$ cat config.mk
export PLATFORM = sky130hd
export DESIGN_NAME = vr_rr_arbiter
export DESIGN_NICKNAME = d
export VERILOG_FILES = /design/src/rtl/vr_arb_pkg.sv /design/src/rtl/rr_pick.sv /design/src/rtl/vr_rr_arbiter.sv
export SDC_FILE = /design/constraint.sdc
export NUM_CORES = 1
export LEC_CHECK = 0
export BUFFER_PORTS_ARGS = -buffer_cell sky130_fd_sc_hd__buf_2
export CORE_ASPECT_RATIO = 0.75
export CORE_MARGIN = 10
export CORE_UTILIZATION = 40
export CTS_BUF_LIST = sky130_fd_sc_hd__clkbuf_2
export DETAILED_ROUTE_END_ITERATION = 8
export PLACE_DENSITY = 0.8
export SYNTH_ARGS = -nofsm -noshare
export SYNTH_HDL_FRONTEND = slang
export SYNTH_SLANG_ARGS = --single-unit
$ cat constraint.sdc
create_clock -name clk -period 2.65 [get_ports clk]
set_input_delay 0.6625 -clock clk [delete_from_list [all_inputs] [get_ports clk]]
set_output_delay 0.6625 -clock clk [all_outputs]
set_load 0.05 [all_outputs]
$ cat src/rtl/vr_arb_pkg.sv
// Shared constants and helpers for the valid/ready round-robin arbiter.
// The optional packet-lock feature in vr_rr_arbiter is enabled with ARB_PKT_LOCK_EN.
package vr_arb_pkg;

  localparam int unsigned MAX_NUM_REQ = 16;

  function automatic int unsigned next_idx(input int unsigned idx, input int unsigned n);
    return (idx + 32'd1 >= n) ? 32'd0 : idx + 32'd1;
  endfunction

endpackage

$ cat src/rtl/rr_pick.sv
// Combinational round-robin pick: first set request at or after ptr, modulo NUM_REQ.
// Uses a doubled request vector so the wrap-around search is a plain linear scan.
module rr_pick #(
  parameter int unsigned NUM_REQ   = 4,
  parameter int unsigned IDX_WIDTH = $clog2(NUM_REQ)
) (
  input  logic [NUM_REQ-1:0]   req,
  input  logic [IDX_WIDTH-1:0] ptr,
  output logic [NUM_REQ-1:0]   grant,
  output logic [IDX_WIDTH-1:0] idx,
  output logic                 any_valid
);

  localparam int unsigned PosW = $clog2(2 * NUM_REQ);

  logic [2*NUM_REQ-1:0] dbl;
  logic [PosW-1:0]      pos;

  assign dbl = {req, req};

  always_comb begin
    idx       = '0;
    any_valid = 1'b0;
    pos       = '0;
    for (int k = 0; k < NUM_REQ; k++) begin
      pos = PosW'(ptr) + PosW'(k);
      if (!any_valid && dbl[pos]) begin
        any_valid = 1'b1;
        if (pos >= PosW'(NUM_REQ)) begin
          idx = IDX_WIDTH'(pos - PosW'(NUM_REQ));
        end else begin
          idx = IDX_WIDTH'(pos);
        end
      end
    end
    grant = '0;
    if (any_valid) begin
      grant[idx] = 1'b1;
    end
  end

endmodule

$ cat src/rtl/vr_rr_arbiter.sv
// Round-robin arbiter sharing one registered valid/ready sink among NUM_REQ producers.
// Define ARB_PKT_LOCK_EN to hold the grant on one requester until its req_last beat.
module vr_rr_arbiter
  import vr_arb_pkg::*;
#(
  parameter int unsigned NUM_REQ    = 4,
  parameter int unsigned DATA_WIDTH = 8,
  parameter int unsigned IDX_WIDTH  = $clog2(NUM_REQ)
) (
  input  logic                          clk,
  input  logic                          reset,
  input  logic [NUM_REQ-1:0]            req_valid,
  input  logic [NUM_REQ*DATA_WIDTH-1:0] req_data,
  input  logic [NUM_REQ-1:0]            req_last,
  output logic [NUM_REQ-1:0]            req_ready,
  output logic                          out_valid,
  output logic [DATA_WIDTH-1:0]         out_data,
  input  logic                          out_ready,
  output logic [IDX_WIDTH-1:0]          out_src
);

  logic [DATA_WIDTH-1:0] data_arr [NUM_REQ];
  logic [IDX_WIDTH-1:0]  ptr_q, ptr_d;
  logic [IDX_WIDTH-1:0]  pick_idx, win_idx;
  logic [NUM_REQ-1:0]    pick_grant_unused;
  logic                  pick_any, win_valid, can_load, hs;

  for (genvar i = 0; i < NUM_REQ; i++) begin : g_unpack
    assign data_arr[i] = req_data[i*DATA_WIDTH +: DATA_WIDTH];
  end

  rr_pick #(
    .NUM_REQ  (NUM_REQ),
    .IDX_WIDTH(IDX_WIDTH)
  ) u_pick (
    .req      (req_valid),
    .ptr      (ptr_q),
    .grant    (pick_grant_unused),
    .idx      (pick_idx),
    .any_valid(pick_any)
  );

`ifdef ARB_PKT_LOCK_EN
  logic                 lock_q, lock_d;
  logic [IDX_WIDTH-1:0] lock_idx_q, lock_idx_d;
`else
  logic unused_last;
  assign unused_last = ^req_last;
`endif

  always_comb begin
    can_load  = ~out_valid | out_ready;
    win_idx   = pick_idx;
    win_valid = pick_any;
`ifdef ARB_PKT_LOCK_EN
    // A locked requester owns the port even while its valid is low.
    if (lock_q) begin
      win_idx   = lock_idx_q;
      win_valid = 1'b1;
    end
`endif
    hs = win_valid & can_load & req_valid[win_idx];

    req_ready = '0;
    if (win_valid && can_load && reset) begin
      req_ready[win_idx] = 1'b1;
    end

    ptr_d = ptr_q;
`ifdef ARB_PKT_LOCK_EN
    lock_d     = lock_q;
    lock_idx_d = lock_idx_q;
    if (hs) begin
      if (req_last[win_idx]) begin
        lock_d = 1'b0;
        ptr_d  = IDX_WIDTH'(next_idx(32'(win_idx), NUM_REQ));
      end else begin
        lock_d     = 1'b1;
        lock_idx_d = win_idx;
      end
    end
`else
    if (hs) begin
      ptr_d = IDX_WIDTH'(next_idx(32'(win_idx), NUM_REQ));
    end
`endif
  end

  always_ff @(posedge clk or negedge reset) begin
    if (!reset) begin
      out_valid <= 1'b0;
      out_data  <= '0;
      out_src   <= '0;
      ptr_q     <= '0;
    end else begin
      ptr_q <= ptr_d;
      if (can_load) begin
        out_valid <= hs;
        if (hs) begin
          out_data <= data_arr[win_idx];
          out_src  <= win_idx;
        end
      end
    end
  end

`ifdef ARB_PKT_LOCK_EN
  always_ff @(posedge clk or negedge reset) begin
    if (!reset) begin
      lock_q     <= 1'b0;
      lock_idx_q <= '0;
    end else begin
      lock_q     <= lock_d;
      lock_idx_q <= lock_idx_d;
    end
  end
`endif

endmodule

==> impl_metrics.prom, run 1 <==
# TYPE chip_impl_metric gauge
chip_impl_metric{name="critPathArrivalTime",unit="ps"} 1890
chip_impl_metric{name="postLayoutCellArea",unit="sq um"} 1192
chip_impl_metric{name="synth_seq_cells",unit=""} 13
chip_impl_info{name="grt.busiest_layer",value="met2"} 1
chip_impl_metric{name="route.detailed.wl_per_inst",unit="um"} 16.56
chip_impl_metric{name="groute.layer.met2.usage",unit=""} 0.2075
chip_impl_info{name="synth_top_cell_by_area",value="sky130_fd_sc_hd__dfrtp_1"} 1
chip_impl_info{name="timing.critical_path.cells",value="buf_2, mux2i_1, o22ai_2, nor2_4, inv_2, ha_1, and3_1, buf_4"} 1
chip_impl_info{name="timing.critical_path.from_type",value="input port"} 1
chip_impl_metric{name="period_share",unit=""} 0.9631
chip_impl_metric{name="detailedRoute.firstPassIterationCount",unit=""} 4
chip_impl_metric{name="dieArea",unit="sq um"} 4490
chip_impl_metric{name="buffer_depth_of_the_longest_clock_path",unit=""} 2
chip_impl_metric{name="core_region_area",unit="sq um"} 2049
chip_impl_metric{name="groute.layer.met1.usage",unit=""} 0.1407
chip_impl_metric{name="clk-insertion-delay-late",unit="ps"} 270
chip_impl_metric{name="final.setup_skew",unit="ps"} 1.913
chip_impl_metric{name="dpl-instance-area",unit="sq um"} 1152
chip_impl_metric{name="cap_viol_max_count",unit=""} 0
chip_impl_info{name="timing.critical_path.to_type",value="output pin"} 1
chip_impl_metric{name="report.final.setup_viol",unit=""} 0
chip_impl_metric{name="track_usage",unit=""} 0.1250
chip_impl_metric{name="tightestPinTransition",unit="ps"} 419.1
chip_impl_metric{name="post-route-drc-count",unit=""} 0
chip_impl_info{name="cts_tree",value="built"} 1
chip_impl_metric{name="powerDensity",unit="nW/um^2"} 953.0
chip_impl_metric{name="overflow",unit=""} 0
chip_impl_metric{name="maxSlewHeadroom",unit=""} 0.7206
chip_impl_metric{name="clk_transition_reported_paths",unit="ps"} 130
chip_impl_metric{name="mappedNetlistArea",unit="sq um"} 878.3
chip_impl_info{name="worstSetupPathType",value="input port to output pin"} 1
chip_impl_metric{name="cp.depth",unit=""} 8
chip_impl_metric{name="vias_in_the_first_global_route",unit=""} 980
chip_impl_metric{name="critical_path_buf_inv_count",unit=""} 3
chip_impl_metric{name="initial_antenna_violation_count",unit=""} 0
chip_impl_info{name="slowest_stage",value="sky130_fd_sc_hd__mux2i_1"} 1
chip_impl_metric{name="cts_inserted_buffers",unit=""} 3
chip_impl_info{name="path_delay_family",value="buffers and inverters"} 1
chip_impl_metric{name="rows",unit=""} 14
chip_impl_metric{name="hpwlAfterDp",unit="um"} 2275
chip_impl_metric{name="power.static_leakage",unit="nW"} 0.6573
chip_impl_metric{name="top_level_ports",unit=""} 58
chip_impl_metric{name="number_of_clock_sinks",unit=""} 13
chip_impl_metric{name="start_util",unit=""} 0.4286
chip_impl_metric{name="synth.top_cell.area_share",unit=""} 0.3704
chip_impl_metric{name="power.total",unit="mW"} 1.136
chip_impl_info{name="synthTopCellsByArea",value="sky130_fd_sc_hd__dfrtp_1 37%, sky130_fd_sc_hd__mux2i_1 19%, sky130_fd_sc_hd__nand2_1 8.1%"} 1
chip_impl_info{name="clock_tree.root_cell",value="sky130_fd_sc_hd__clkbuf_2"} 1
chip_impl_metric{name="final_net_count",unit=""} 193
chip_impl_metric{name="final_hold_violation_count",unit=""} 0
chip_impl_info{name="run_status",value="finished clean"} 1
chip_impl_metric{name="synth_fp_nets",unit=""} 136
chip_impl_metric{name="grt_pass1_wl",unit="um"} 4416
chip_impl_metric{name="globalplace.congestion",unit=""} 0.6970
chip_impl_metric{name="htree_num_levels",unit=""} 1
chip_impl_metric{name="reg2reg_path_depth",unit=""} 6
chip_impl_metric{name="num_antenna_cells",unit=""} 0
chip_impl_metric{name="die_y",unit="um"} 60.58
chip_impl_metric{name="via_per_inst",unit=""} 5.237
chip_impl_metric{name="finalWirelength",unit="um"} 2799
chip_impl_metric{name="max_freq",unit="MHz"} 391.8
chip_impl_metric{name="die_w",unit="um"} 74.11
chip_impl_metric{name="drt.antenna.violating_nets",unit=""} 0
chip_impl_metric{name="post_synth_inst_count",unit=""} 89
chip_impl_metric{name="synthDistinctLibCells",unit=""} 24
chip_impl_metric{name="synth_seq_area_share",unit=""} 0.3704
chip_impl_metric{name="synth.yosys.warnings",unit=""} 0
chip_impl_metric{name="numPortBuffers",unit=""} 53
chip_impl_metric{name="final.fill_count",unit=""} 197
chip_impl_metric{name="peakVddDrop",unit="V"} 0.0006893
chip_impl_metric{name="synthesis.area_per_instance",unit="sq um"} 9.869
chip_impl_metric{name="worst_ep_required_time",unit="ps"} 1990
chip_impl_info{name="min_path_type",value="input port to async pin"} 1
chip_impl_metric{name="finalMaxSlewViolations",unit=""} 0
chip_impl_metric{name="grt_start_max_net_pins",unit=""} 18
chip_impl_metric{name="drive_above_1_share",unit=""} 0.4759
chip_impl_metric{name="timing.final.crit_period",unit="ps"} 2552
chip_impl_metric{name="use_met3",unit=""} 0.05220
chip_impl_metric{name="num_vias",unit=""} 885
chip_impl_metric{name="dr.first_iter.drc_count",unit=""} 35
chip_impl_metric{name="timing.critical_path.slowest_cell_delay",unit="ps"} 210
chip_impl_metric{name="areaGrowthSynthToFinish",unit="%"} 35.75
chip_impl_metric{name="critical_path_maximum_fanout",unit=""} 5
## cell families after synthesis
group,after synthesis,synth area share
flip-flops,13,0.3704
adder cells (fa/ha/maj),4,0.05698
multiplexers,17,0.1937
buffers and inverters,7,0.05839
AO/OA/AOI/OAI,18,0.1610
AND/OR/NAND/NOR,30,0.1596
## worst paths after layout
path / from / end / slack, ps
worst max-delay path: req_valid[2] / req_ready[2] / 100
worst min-delay path: reset / out_src[1]$_DFFE_PN0P_ / 260
worst max register to register: ptr_q[1]$_DFFE_PN0P_ / out_data[3]$_DFFE_PN0P_ / 910
worst min register to register: out_data[1]$_DFFE_PN0P_ / out_data[1]$_DFFE_PN0P_ / 500
max in group asynchronous: reset / ptr_q[1]$_DFFE_PN0P_ / 2120
min in group clk: out_data[1]$_DFFE_PN0P_ / out_data[1]$_DFFE_PN0P_ / 500
## power breakdown
group	switching, mW	internal (mW)	total (mW)
Sequential	0.0550	0.274	0.329
Clock	0.0681	0.0400	0.108
Combinational	0.474	0.225	0.699
## per-layer routing
metal / part of all wire / wire length, um
met4: 0.013 / 36
met5: 0 / 0
met3: 0.089 / 249
met2: 0.48 / 1343
met1: 0.42 / 1170
## state kept, by name (all words and copies together), names as in the netlist
register   flops
out_data       8
out_src        2
out_valid      1
ptr_q          2
## final cells by class
| cell class | count | area, sq um | area share |
|---|---|---|---|
| Clock buffer | 4 | 20.02 | 0.01679 |
| Inverter | 4 | 15.01 | 0.01259 |
| Multi-Input combinational cell | 69 | 515.5 | 0.4323 |
| Sequential cell | 13 | 326.6 | 0.2739 |
| Tap cell | 24 | 30.03 | 0.02518 |
| Timing Repair Buffer | 55 | 285.3 | 0.2392 |
## timing repair
| item | CTS | global route |
|---|---|---|
| endpoints found under the setup margin | 3 | 4 |
| hold buffers | 0 | 0 |
| cloned | 0 | 0 |
| buffers inserted | 0 | 0 |
| resized for setup | 1 | 7 |
| pin swaps | 0 | 1 |
## placed cells by master, fill, tap and decap left out
cell                        instances
sky130_fd_sc_hd__nor2_4             1
sky130_fd_sc_hd__a21oi_1            2
sky130_fd_sc_hd__o22ai_2            1
sky130_fd_sc_hd__nand3b_1           1
sky130_fd_sc_hd__dfrtp_2            1
sky130_fd_sc_hd__buf_2             51
sky130_fd_sc_hd__nor2_1             2
sky130_fd_sc_hd__a2bb2oi_2          1
sky130_fd_sc_hd__nand2b_1           1
sky130_fd_sc_hd__inv_2              2
sky130_fd_sc_hd__mux2i_1           17
sky130_fd_sc_hd__dfrtp_1           12
sky130_fd_sc_hd__clkbuf_2           4
sky130_fd_sc_hd__o221ai_1           8
sky130_fd_sc_hd__buf_4              4
sky130_fd_sc_hd__and3_1             4
sky130_fd_sc_hd__clkinv_1           1
sky130_fd_sc_hd__a21oi_2            2
sky130_fd_sc_hd__nand2_2            1
sky130_fd_sc_hd__nor4_2             1
sky130_fd_sc_hd__a21o_1             1
sky130_fd_sc_hd__inv_1              1
sky130_fd_sc_hd__nand2_1           19
sky130_fd_sc_hd__ha_1               4
sky130_fd_sc_hd__o21ai_1            2
sky130_fd_sc_hd__o21ai_0            1
## metrics by stage
stage / setup WS [ps] / cells / utilization / TNS, ps / hold slack, ps
after global routing: -29.46 / 169 / 0.5818 / -48.32 / 253.7
after floorplan: 164.1 / 89 / - / 0 / 366.9
final: 97.84 / 169 / 0.5818 / 0 / 260.8
after global placement: 53.68 / 165 / 0.5623 / 0 / 460.9
after detailed placement: -31.37 / 165 / 0.5623 / -61.50 / 469.0
after CTS: 7.511 / 169 / 0.5733 / 0 / 251.8
## cells in the mapped netlist
| cell | count |
|---|---|
| sky130_fd_sc_hd__a2bb2oi_2 | 1 |
| sky130_fd_sc_hd__buf_6 | 1 |
| sky130_fd_sc_hd__clkinv_1 | 1 |
| sky130_fd_sc_hd__dfrtp_1 | 13 |
| sky130_fd_sc_hd__mux2i_1 | 17 |
| sky130_fd_sc_hd__o221ai_1 | 8 |
| sky130_fd_sc_hd__nor2_1 | 3 |
| sky130_fd_sc_hd__inv_2 | 2 |
| sky130_fd_sc_hd__nand3b_1 | 1 |
| sky130_fd_sc_hd__a21o_1 | 1 |
| sky130_fd_sc_hd__nor4_2 | 1 |
| sky130_fd_sc_hd__buf_12 | 1 |
| sky130_fd_sc_hd__o22ai_1 | 1 |
| sky130_fd_sc_hd__nand2b_1 | 1 |
| sky130_fd_sc_hd__a21oi_2 | 2 |
| sky130_fd_sc_hd__buf_2 | 1 |
| sky130_fd_sc_hd__o21ai_0 | 1 |
| sky130_fd_sc_hd__nand2_1 | 19 |
| sky130_fd_sc_hd__inv_1 | 1 |
| sky130_fd_sc_hd__a21oi_1 | 2 |
| sky130_fd_sc_hd__nand2_2 | 1 |
| sky130_fd_sc_hd__ha_1 | 4 |
| sky130_fd_sc_hd__o21ai_1 | 2 |
| sky130_fd_sc_hd__and3_1 | 4 |
No activity file was read; power rests on OpenSTA's default activity.
==> inputs of run 2 (changes only) <==
- ABC_AREA: not set -> 1
- PLACE_DENSITY: 0.8 -> 0.73
==> run 2 against run 1 <==
The flow now finishes with violations (setup timing); clock skew shrank 0.94 ps; die area grew 30%; count of clock-buffer cells in the layout is the same; non-clock buffer count grew 30; via count grew 70%; design area grew 67%; setup slack lost 250 ps; core utilization grew 8.9 points; critical path depth grew 6; hold slack gained 87 ps; highest routed layer unchanged.
==> impl_metrics.prom, run 2 <==
# TYPE chip_impl_metric gauge
chip_impl_metric{name="maxSlewHeadroom",unit=""} 0.7772
chip_impl_info{name="worstSetupPathType",value="flop to output pin"} 1
chip_impl_metric{name="core_region_area",unit="sq um"} 2978
chip_impl_metric{name="areaGrowthSynthToFinish",unit="%"} 58.33
chip_impl_metric{name="timing.critical_path.slowest_cell_delay",unit="ps"} 510
chip_impl_info{name="slowest_stage",value="sky130_fd_sc_hd__dfrtp_2"} 1
chip_impl_metric{name="top_level_ports",unit=""} 58
chip_impl_metric{name="globalplace.congestion",unit=""} 0.8392
chip_impl_metric{name="drive_above_1_share",unit=""} 0.5858
chip_impl_metric{name="hpwlAfterDp",unit="um"} 3060
chip_impl_metric{name="ff_latch_area",unit="sq um"} 326.6
chip_impl_metric{name="numPortBuffers",unit=""} 53
chip_impl_metric{name="reg2reg_path_depth",unit=""} 18
chip_impl_metric{name="pre_cts_slack",unit="ps"} -187.1
chip_impl_metric{name="route.detailed.wl_per_inst",unit="um"} 14.21
chip_impl_metric{name="cap_viol_max_count",unit=""} 0
chip_impl_info{name="timing.critical_path.cells",value="clkinvlp_4, nand2_2, nand2_2, nand2_2, nand2_4, nor2_8, nand3_2, nand3_2, nand2_4, inv_4, ha_4, inv_2, nor2_4, buf_8"} 1
chip_impl_metric{name="synthesis.area_per_instance",unit="sq um"} 6.781
chip_impl_metric{name="cts_inserted_buffers",unit=""} 3
chip_impl_info{name="run_status",value="complete, but fails checks"} 1
chip_impl_metric{name="synth_seq_area_share",unit=""} 0.2579
chip_impl_metric{name="detailedRoute.firstPassIterationCount",unit=""} 4
chip_impl_metric{name="vias_in_the_first_global_route",unit=""} 1365
chip_impl_metric{name="worst_ep_required_time",unit="ps"} 1990
chip_impl_metric{name="num_vias",unit=""} 1502
chip_impl_metric{name="clk-insertion-delay-late",unit="ps"} 250
chip_impl_metric{name="mappedNetlistArea",unit="sq um"} 1261
chip_impl_info{name="largestRegisters",value="out_data: 8 flops, out_src: 2 flops, ptr_q: 2 flops"} 1
chip_impl_metric{name="synth_seq_cells",unit=""} 13
chip_impl_info{name="cts_tree",value="built"} 1
chip_impl_metric{name="setup_slack_of_the_critical_path_after_layout",unit="ps"} -152.4
chip_impl_metric{name="timing.final.crit_period",unit="ps"} 2802
chip_impl_metric{name="overflow",unit=""} 0
chip_impl_info{name="critPathLaunch",value="ptr_q[0]$_DFFE_PN0P_"} 1
chip_impl_metric{name="die_y",unit="um"} 68.63
chip_impl_metric{name="final_net_count",unit=""} 316
chip_impl_metric{name="buffer_depth_of_the_longest_clock_path",unit=""} 2
chip_impl_metric{name="finalMaxSlewViolations",unit=""} 0
chip_impl_metric{name="initial_antenna_violation_count",unit=""} 0
chip_impl_metric{name="synthArstFlopShare",unit=""} 1.000
chip_impl_metric{name="clk_transition_reported_paths",unit="ps"} 120
chip_impl_info{name="rsz0062_at_grt",value="true"} 1
chip_impl_metric{name="largest_reg_flops",unit=""} 8
chip_impl_metric{name="drt.antenna.violating_nets",unit=""} 0
chip_impl_metric{name="synth_fp_nets",unit=""} 233
chip_impl_metric{name="tightestPinTransition",unit="ps"} 333.0
chip_impl_info{name="timing.rr.start",value="ptr_q[0]$_DFFE_PN0P_"} 1
chip_impl_metric{name="synthDistinctLibCells",unit=""} 19
chip_impl_metric{name="finish.utilization",unit=""} 0.6706
chip_impl_info{name="synth_top_cell_by_area",value="sky130_fd_sc_hd__dfrtp_1"} 1
chip_impl_metric{name="critPathArrivalTime",unit="ps"} 2140
chip_impl_metric{name="critical_path_maximum_fanout",unit=""} 6
chip_impl_metric{name="start_util",unit=""} 0.4235
chip_impl_metric{name="hold_buffers",unit=""} 0
chip_impl_metric{name="htree_num_levels",unit=""} 1
chip_impl_metric{name="final.setup_skew",unit="ps"} 0.9757
chip_impl_metric{name="count_of_flip_flops_with_a_built_in_enable_after_synthesis",unit=""} 0
chip_impl_info{name="failing_checks",value="setup timing"} 1
chip_impl_metric{name="synth.top_cell.area_share",unit=""} 0.2579
chip_impl_metric{name="grt_start_max_net_pins",unit=""} 18
chip_impl_info{name="timing.critical_path.to_type",value="output pin"} 1
chip_impl_metric{name="final_hold_violation_count",unit=""} 0
chip_impl_info{name="synth_top_flop_cell",value="sky130_fd_sc_hd__dfrtp_1"} 1
chip_impl_metric{name="multi_input_area",unit="sq um"} 954.7
chip_impl_metric{name="dieArea",unit="sq um"} 5823
chip_impl_metric{name="postLayoutCellArea",unit="sq um"} 1997
chip_impl_metric{name="period_share",unit=""} 1.058
chip_impl_info{name="synthTopCellsByArea",value="sky130_fd_sc_hd__dfrtp_1 26%, sky130_fd_sc_hd__nand2_1 18%, sky130_fd_sc_hd__nand3_1 15%"} 1
chip_impl_info{name="min_path_type",value="input port to async pin"} 1
chip_impl_metric{name="die_w",unit="um"} 84.84
chip_impl_info{name="timing.critical_path.from_type",value="flop"} 1
chip_impl_metric{name="dpl-instance-area",unit="sq um"} 1663
chip_impl_metric{name="dr.first_iter.drc_count",unit=""} 131
chip_impl_metric{name="number_of_clock_sinks",unit=""} 13
chip_impl_metric{name="ff2ff_setup_slack",unit="ps"} 150
chip_impl_metric{name="post-route-drc-count",unit=""} 0
chip_impl_metric{name="max_freq",unit="MHz"} 356.8
chip_impl_metric{name="track_usage",unit=""} 0.1303
chip_impl_metric{name="via_per_inst",unit=""} 4.908
chip_impl_info{name="worst_r2r_endpoint",value="out_data[5]$_DFFE_PN0P_"} 1
chip_impl_info{name="clock_tree.root_cell",value="sky130_fd_sc_hd__clkbuf_2"} 1
chip_impl_metric{name="report.final.setup_viol",unit=""} 4
chip_impl_info{name="mostFrequentLayoutCells",value="49 x sky130_fd_sc_hd__buf_2, 48 x sky130_fd_sc_hd__nand2_1, 37 x sky130_fd_sc_hd__nand3_1"} 1
chip_impl_metric{name="synth.yosys.warnings",unit=""} 0
chip_impl_metric{name="finalWirelength",unit="um"} 4347
chip_impl_metric{name="post_synth_inst_count",unit=""} 186
chip_impl_info{name="critical_path.endpoint",value="req_ready[2]"} 1
chip_impl_info{name="cp_common_cell",value="sky130_fd_sc_hd__nand2_2"} 1
chip_impl_info{name="regMostFlops",value="out_data"} 1
chip_impl_metric{name="num_antenna_cells",unit=""} 0
chip_impl_info{name="post-synth-top-count-cell",value="sky130_fd_sc_hd__nand2_1"} 1
chip_impl_metric{name="finish.cell_count_without_fillers",unit=""} 306
chip_impl_metric{name="grt_pass1_wl",unit="um"} 6348
chip_impl_metric{name="final.fill_count",unit=""} 259
chip_impl_info{name="mostFrequentLayoutCell",value="sky130_fd_sc_hd__buf_2"} 1
chip_impl_info{name="synthTopCellsByCount",value="61 x sky130_fd_sc_hd__nand2_1, 39 x sky130_fd_sc_hd__nand3_1, 16 x sky130_fd_sc_hd__nand2_2"} 1
chip_impl_metric{name="rows",unit=""} 17
chip_impl_metric{name="placed_cells",unit=""} 284
-- run 2: final cells by class --
class / instances / share of cell area
timing repair inverter: 1 / 0.003759
timing repair buffer: 85 / 0.2832
inverter: 18 / 0.03759
clock buffer: 4 / 0.01003
tap: 38 / 0.02381
multi-input combinational: 147 / 0.4781
sequential: 13 / 0.1635
-- run 2: worst min path at each step --
stage	start	endpoint	slack, ps	cells after the start
detailed placement	out_data[3]$_DFFE_PN0P_	out_data[3]$_DFFE_PN0P_	460	2
global placement	out_data[6]$_DFFE_PN0P_	out_data[6]$_DFFE_PN0P_	460	2
finish	reset	out_data[4]$_DFFE_PN0P_	350	2
CTS	reset	out_data[5]$_DFFE_PN0P_	340	2
floorplan	reset	out_data[0]$_DFFE_PN0P_	370	0
global route	reset	out_data[7]$_DFFE_PN0P_	340	2
-- run 2: worst max-delay path: cells and delay by family (launching register included) --
family | cells | cell delay (ps)
adder cells (fa/ha/maj) | 1 | 130
buffers and inverters | 4 | 460
flip-flops | 1 | 510
AND/OR/NAND/NOR | 9 | 790
-- run 2: metal layers --
layer | global-route usage | up-vias | share of wire
li1 | - | 760 | -
met1 | 0.1741 | 685 | 0.44
met2 | 0.2105 | 53 | 0.49
met3 | 0.03279 | 4 | 0.066
met4 | 0.02459 | 0 | 0.0085
met5 | 0 | - | 0
-- run 2: kinds of logic (layout without fill, tap and decap cells) --
group | Yosys count | in the layout | synth area share
buffers and inverters | 26 | 108 | 0.1081
adders and majority gates | 4 | 4 | 0.03968
and+or+nand+nor | 139 | 139 | 0.5764
AOI/OAI and AO/OA | 4 | 4 | 0.01786
DFF | 13 | 13 | 0.2579
-- run 2: per-stage QoR --
step                hold slack, ps  TNS (ps)
floorplan                    366.9    -10.35
global placement             457.6    -446.6
detailed placement           463.8    -567.9
CTS                          337.9    -188.3
global route                 336.1     -1079
finish                       348.2    -541.9
-- run 2: repair_timing --
| item | CTS | global route |
|---|---|---|
| endpoints found under the setup margin | 4 | 4 |
| buffers inserted | 11 | 6 |
| pin swaps | 10 | 10 |
| cloned | 0 | 1 |
| gates resized for setup | 34 | 18 |
Power of run 2 is left out: the tool's default activity adds up to more than one toggle a clock period on the data nets, which glitch-free logic cannot reach.
==> inputs of run 3 (changes only) <==
- SKIP_CTS_REPAIR_TIMING: not set -> 1
==> run 3 against run 2 <==
The run still ends with setup timing left; non-clock buffer count fell by 4; die area did not move; maximum frequency rose by 0.33%.
==> impl_metrics.prom, run 3 (synthesis gave the netlist of run 2 again) <==
# TYPE chip_impl_metric gauge
chip_impl_info{name="run_status",value="complete, but fails checks"} 1
chip_impl_info{name="failing_checks",value="setup timing"} 1
chip_impl_info{name="worst_r2r_endpoint",value="out_data[5]$_DFFE_PN0P_"} 1
chip_impl_metric{name="period_share",unit=""} 1.054
chip_impl_metric{name="max_freq",unit="MHz"} 358.0
chip_impl_metric{name="cap_viol_max_count",unit=""} 0
chip_impl_metric{name="overflow",unit=""} 0
chip_impl_info{name="timing.critical_path.from_type",value="flop"} 1
chip_impl_metric{name="detailedRoute.firstPassIterationCount",unit=""} 4
chip_impl_metric{name="setup_slack_of_the_critical_path_after_layout",unit="ps"} -143.2
chip_impl_metric{name="critical_path_buf_inv_count",unit=""} 5
chip_impl_metric{name="drive_above_1_share",unit=""} 0.6098
chip_impl_metric{name="timing.setup.tns",unit="ps"} -452.6
chip_impl_metric{name="critPathArrivalTime",unit="ps"} 2130
chip_impl_metric{name="track_usage",unit=""} 0.1127
chip_impl_metric{name="grt_start_max_net_pins",unit=""} 18
chip_impl_metric{name="route.detailed.wl_per_inst",unit="um"} 15.22
chip_impl_metric{name="ff2ff_setup_slack",unit="ps"} 550
chip_impl_metric{name="buffer_depth_of_the_longest_clock_path",unit=""} 2
chip_impl_metric{name="via_per_inst",unit=""} 5.076
chip_impl_info{name="slowest_stage",value="sky130_fd_sc_hd__dfrtp_2"} 1
chip_impl_metric{name="dr.first_iter.drc_count",unit=""} 200
chip_impl_info{name="critPathLaunch",value="ptr_q[0]$_DFFE_PN0P_"} 1
chip_impl_metric{name="maxSlewHeadroom",unit=""} 0.7797
chip_impl_metric{name="finish.utilization",unit=""} 0.6819
chip_impl_metric{name="drt.antenna.violating_nets",unit=""} 0
chip_impl_metric{name="final_hold_violation_count",unit=""} 0
chip_impl_metric{name="die_w",unit="um"} 84.84
chip_impl_metric{name="cp.depth",unit=""} 13
chip_impl_metric{name="finalWirelength",unit="um"} 4596
chip_impl_metric{name="timing.final.crit_period",unit="ps"} 2793
chip_impl_metric{name="clk-insertion-delay-late",unit="ps"} 270
chip_impl_info{name="mostFrequentLayoutCell",value="sky130_fd_sc_hd__buf_2"} 1
chip_impl_metric{name="reg2reg_path_depth",unit=""} 15
chip_impl_metric{name="worst_ep_required_time",unit="ps"} 1990
chip_impl_metric{name="finalMaxSlewViolations",unit=""} 0
chip_impl_metric{name="cts_inserted_buffers",unit=""} 3
chip_impl_metric{name="critical_path_maximum_fanout",unit=""} 5
chip_impl_metric{name="timing.critical_path.slowest_cell_delay",unit="ps"} 470
chip_impl_info{name="clock_tree.root_cell",value="sky130_fd_sc_hd__clkbuf_2"} 1
chip_impl_metric{name="die_y",unit="um"} 68.63
chip_impl_metric{name="clk_transition_reported_paths",unit="ps"} 130
chip_impl_metric{name="numPortBuffers",unit=""} 53
chip_impl_metric{name="tightestPinTransition",unit="ps"} 329.3
chip_impl_metric{name="rows",unit=""} 17
chip_impl_info{name="cts_tree",value="built"} 1
chip_impl_metric{name="top_level_ports",unit=""} 58
chip_impl_info{name="largestRegisters",value="out_data: 8 flops, out_src: 2 flops, ptr_q: 2 flops"} 1
chip_impl_info{name="path_delay_family",value="simple AND/OR/NAND/NOR gates"} 1
chip_impl_metric{name="final.fill_count",unit=""} 257
chip_impl_metric{name="htree_num_levels",unit=""} 1
chip_impl_metric{name="core_region_area",unit="sq um"} 2978
chip_impl_metric{name="globalplace.congestion",unit=""} 0.8392
chip_impl_metric{name="areaGrowthSynthToFinish",unit="%"} 61.01
chip_impl_metric{name="num_vias",unit=""} 1533
chip_impl_info{name="critical_path.endpoint",value="req_ready[2]"} 1
chip_impl_info{name="timing.rr.start",value="ptr_q[0]$_DFFE_PN0P_"} 1
chip_impl_info{name="mostFrequentLayoutCells",value="49 x sky130_fd_sc_hd__buf_2, 43 x sky130_fd_sc_hd__nand2_1, 34 x sky130_fd_sc_hd__nand3_1"} 1
chip_impl_metric{name="grt_pass1_wl",unit="um"} 5526
chip_impl_metric{name="report.final.setup_viol",unit=""} 4
chip_impl_metric{name="vias_in_the_first_global_route",unit=""} 1222
chip_impl_metric{name="largest_reg_flops",unit=""} 8
chip_impl_metric{name="dieArea",unit="sq um"} 5823
chip_impl_metric{name="hpwlAfterDp",unit="um"} 3060
chip_impl_info{name="worstSetupPathType",value="flop to output pin"} 1
chip_impl_metric{name="post-route-drc-count",unit=""} 0
chip_impl_metric{name="number_of_clock_sinks",unit=""} 13
chip_impl_info{name="regMostFlops",value="out_data"} 1
chip_impl_metric{name="final.setup_skew",unit="ps"} 6.859
chip_impl_info{name="rsz0062_at_grt",value="true"} 1
chip_impl_info{name="min_path_type",value="input port to async pin"} 1
chip_impl_info{name="cp_common_cell",value="sky130_fd_sc_hd__nand3_4"} 1
chip_impl_info{name="timing.critical_path.to_type",value="output pin"} 1
chip_impl_info{name="timing.critical_path.cells",value="buf_6, inv_8, nand2_2, nand3_4, nand2_4, nor2_8, nand3_4, nand3_4, buf_12, ha_4, inv_2, nor2_4, buf_8"} 1
chip_impl_metric{name="initial_antenna_violation_count",unit=""} 0
chip_impl_metric{name="final_net_count",unit=""} 312
chip_impl_metric{name="num_antenna_cells",unit=""} 0
chip_impl_metric{name="start_util",unit=""} 0.4235
run 3: changes by cell type in the layout (fill, tap and decap cells not counted), moves of 2 or more:
| cell | delta |
|---|---|
| sky130_fd_sc_hd__nand3_4 | +2 |
| sky130_fd_sc_hd__nand2_2 | +2 |
| sky130_fd_sc_hd__nand2_1 | -5 |
| sky130_fd_sc_hd__nand2_4 | +3 |
| sky130_fd_sc_hd__nand3_1 | -3 |
| sky130_fd_sc_hd__buf_4 | -6 |
run 3: metal layers:
layer	wire [um]	part of all wire	global-route usage	up-vias
li1	-	-	-	752
met1	1870	0.41	0.1583	708
met2	2277	0.50	0.1645	67
met3	412	0.090	0.03513	6
met4	35	0.0076	0.02459	0
met5	0	0	0	-
run 3: layout make-up:
type                       instances  area (sq um)  area share
clock buffer                       4         20.02    0.009858
inverter                          18         82.58     0.04067
multi-input combinational        147         994.7      0.4898
sequential                        13         327.8      0.1614
tap                               38         47.55     0.02341
timing repair buffer              81         551.8      0.2717
timing repair inverter             1         6.256    0.003081
run 3: worst min path at each step:
stage | startpoint | endpoint
finish | reset | out_data[5]$_DFFE_PN0P_
floorplan | reset | out_data[0]$_DFFE_PN0P_
detailed placement | out_data[3]$_DFFE_PN0P_ | out_data[3]$_DFFE_PN0P_
global route | reset | out_data[7]$_DFFE_PN0P_
global placement | out_data[6]$_DFFE_PN0P_ | out_data[6]$_DFFE_PN0P_
CTS | reset | out_data[5]$_DFFE_PN0P_
run 3: worst reg2reg max path, cell delays in order, from the launching register on:
cell and delay [ps]:
sky130_fd_sc_hd__dfrtp_2 470, sky130_fd_sc_hd__buf_6 150, sky130_fd_sc_hd__inv_8 70, sky130_fd_sc_hd__nand2_2 90, sky130_fd_sc_hd__nand3_4 90, sky130_fd_sc_hd__nand2_4 90, sky130_fd_sc_hd__inv_4 90, sky130_fd_sc_hd__nand2_2 60
sky130_fd_sc_hd__nand2_2 80, sky130_fd_sc_hd__nand3_4 120, sky130_fd_sc_hd__buf_4 160, sky130_fd_sc_hd__buf_4 200, sky130_fd_sc_hd__nand2_2 80, sky130_fd_sc_hd__nand3_2 90, sky130_fd_sc_hd__nand3_1 90, sky130_fd_sc_hd__nand2_1 60
run 3: stage by stage:
stage / worst slack, ps / area [sq um] / hold slack [ps] / instances
2_1_floorplan: -10.35 / 1294 / 366.9 / 186
3_3_place_gp: -164.3 / 1663 / 457.6 / 284
3_5_place_dp: -187.1 / 1663 / 463.8 / 284
4_1_cts: -299.9 / 1683 / 337.9 / 288
5_1_grt: -233.6 / 2031 / 337.1 / 302
6_report: -143.2 / 2031 / 329.9 / 302
Power of run 3 is left out for the same reason.
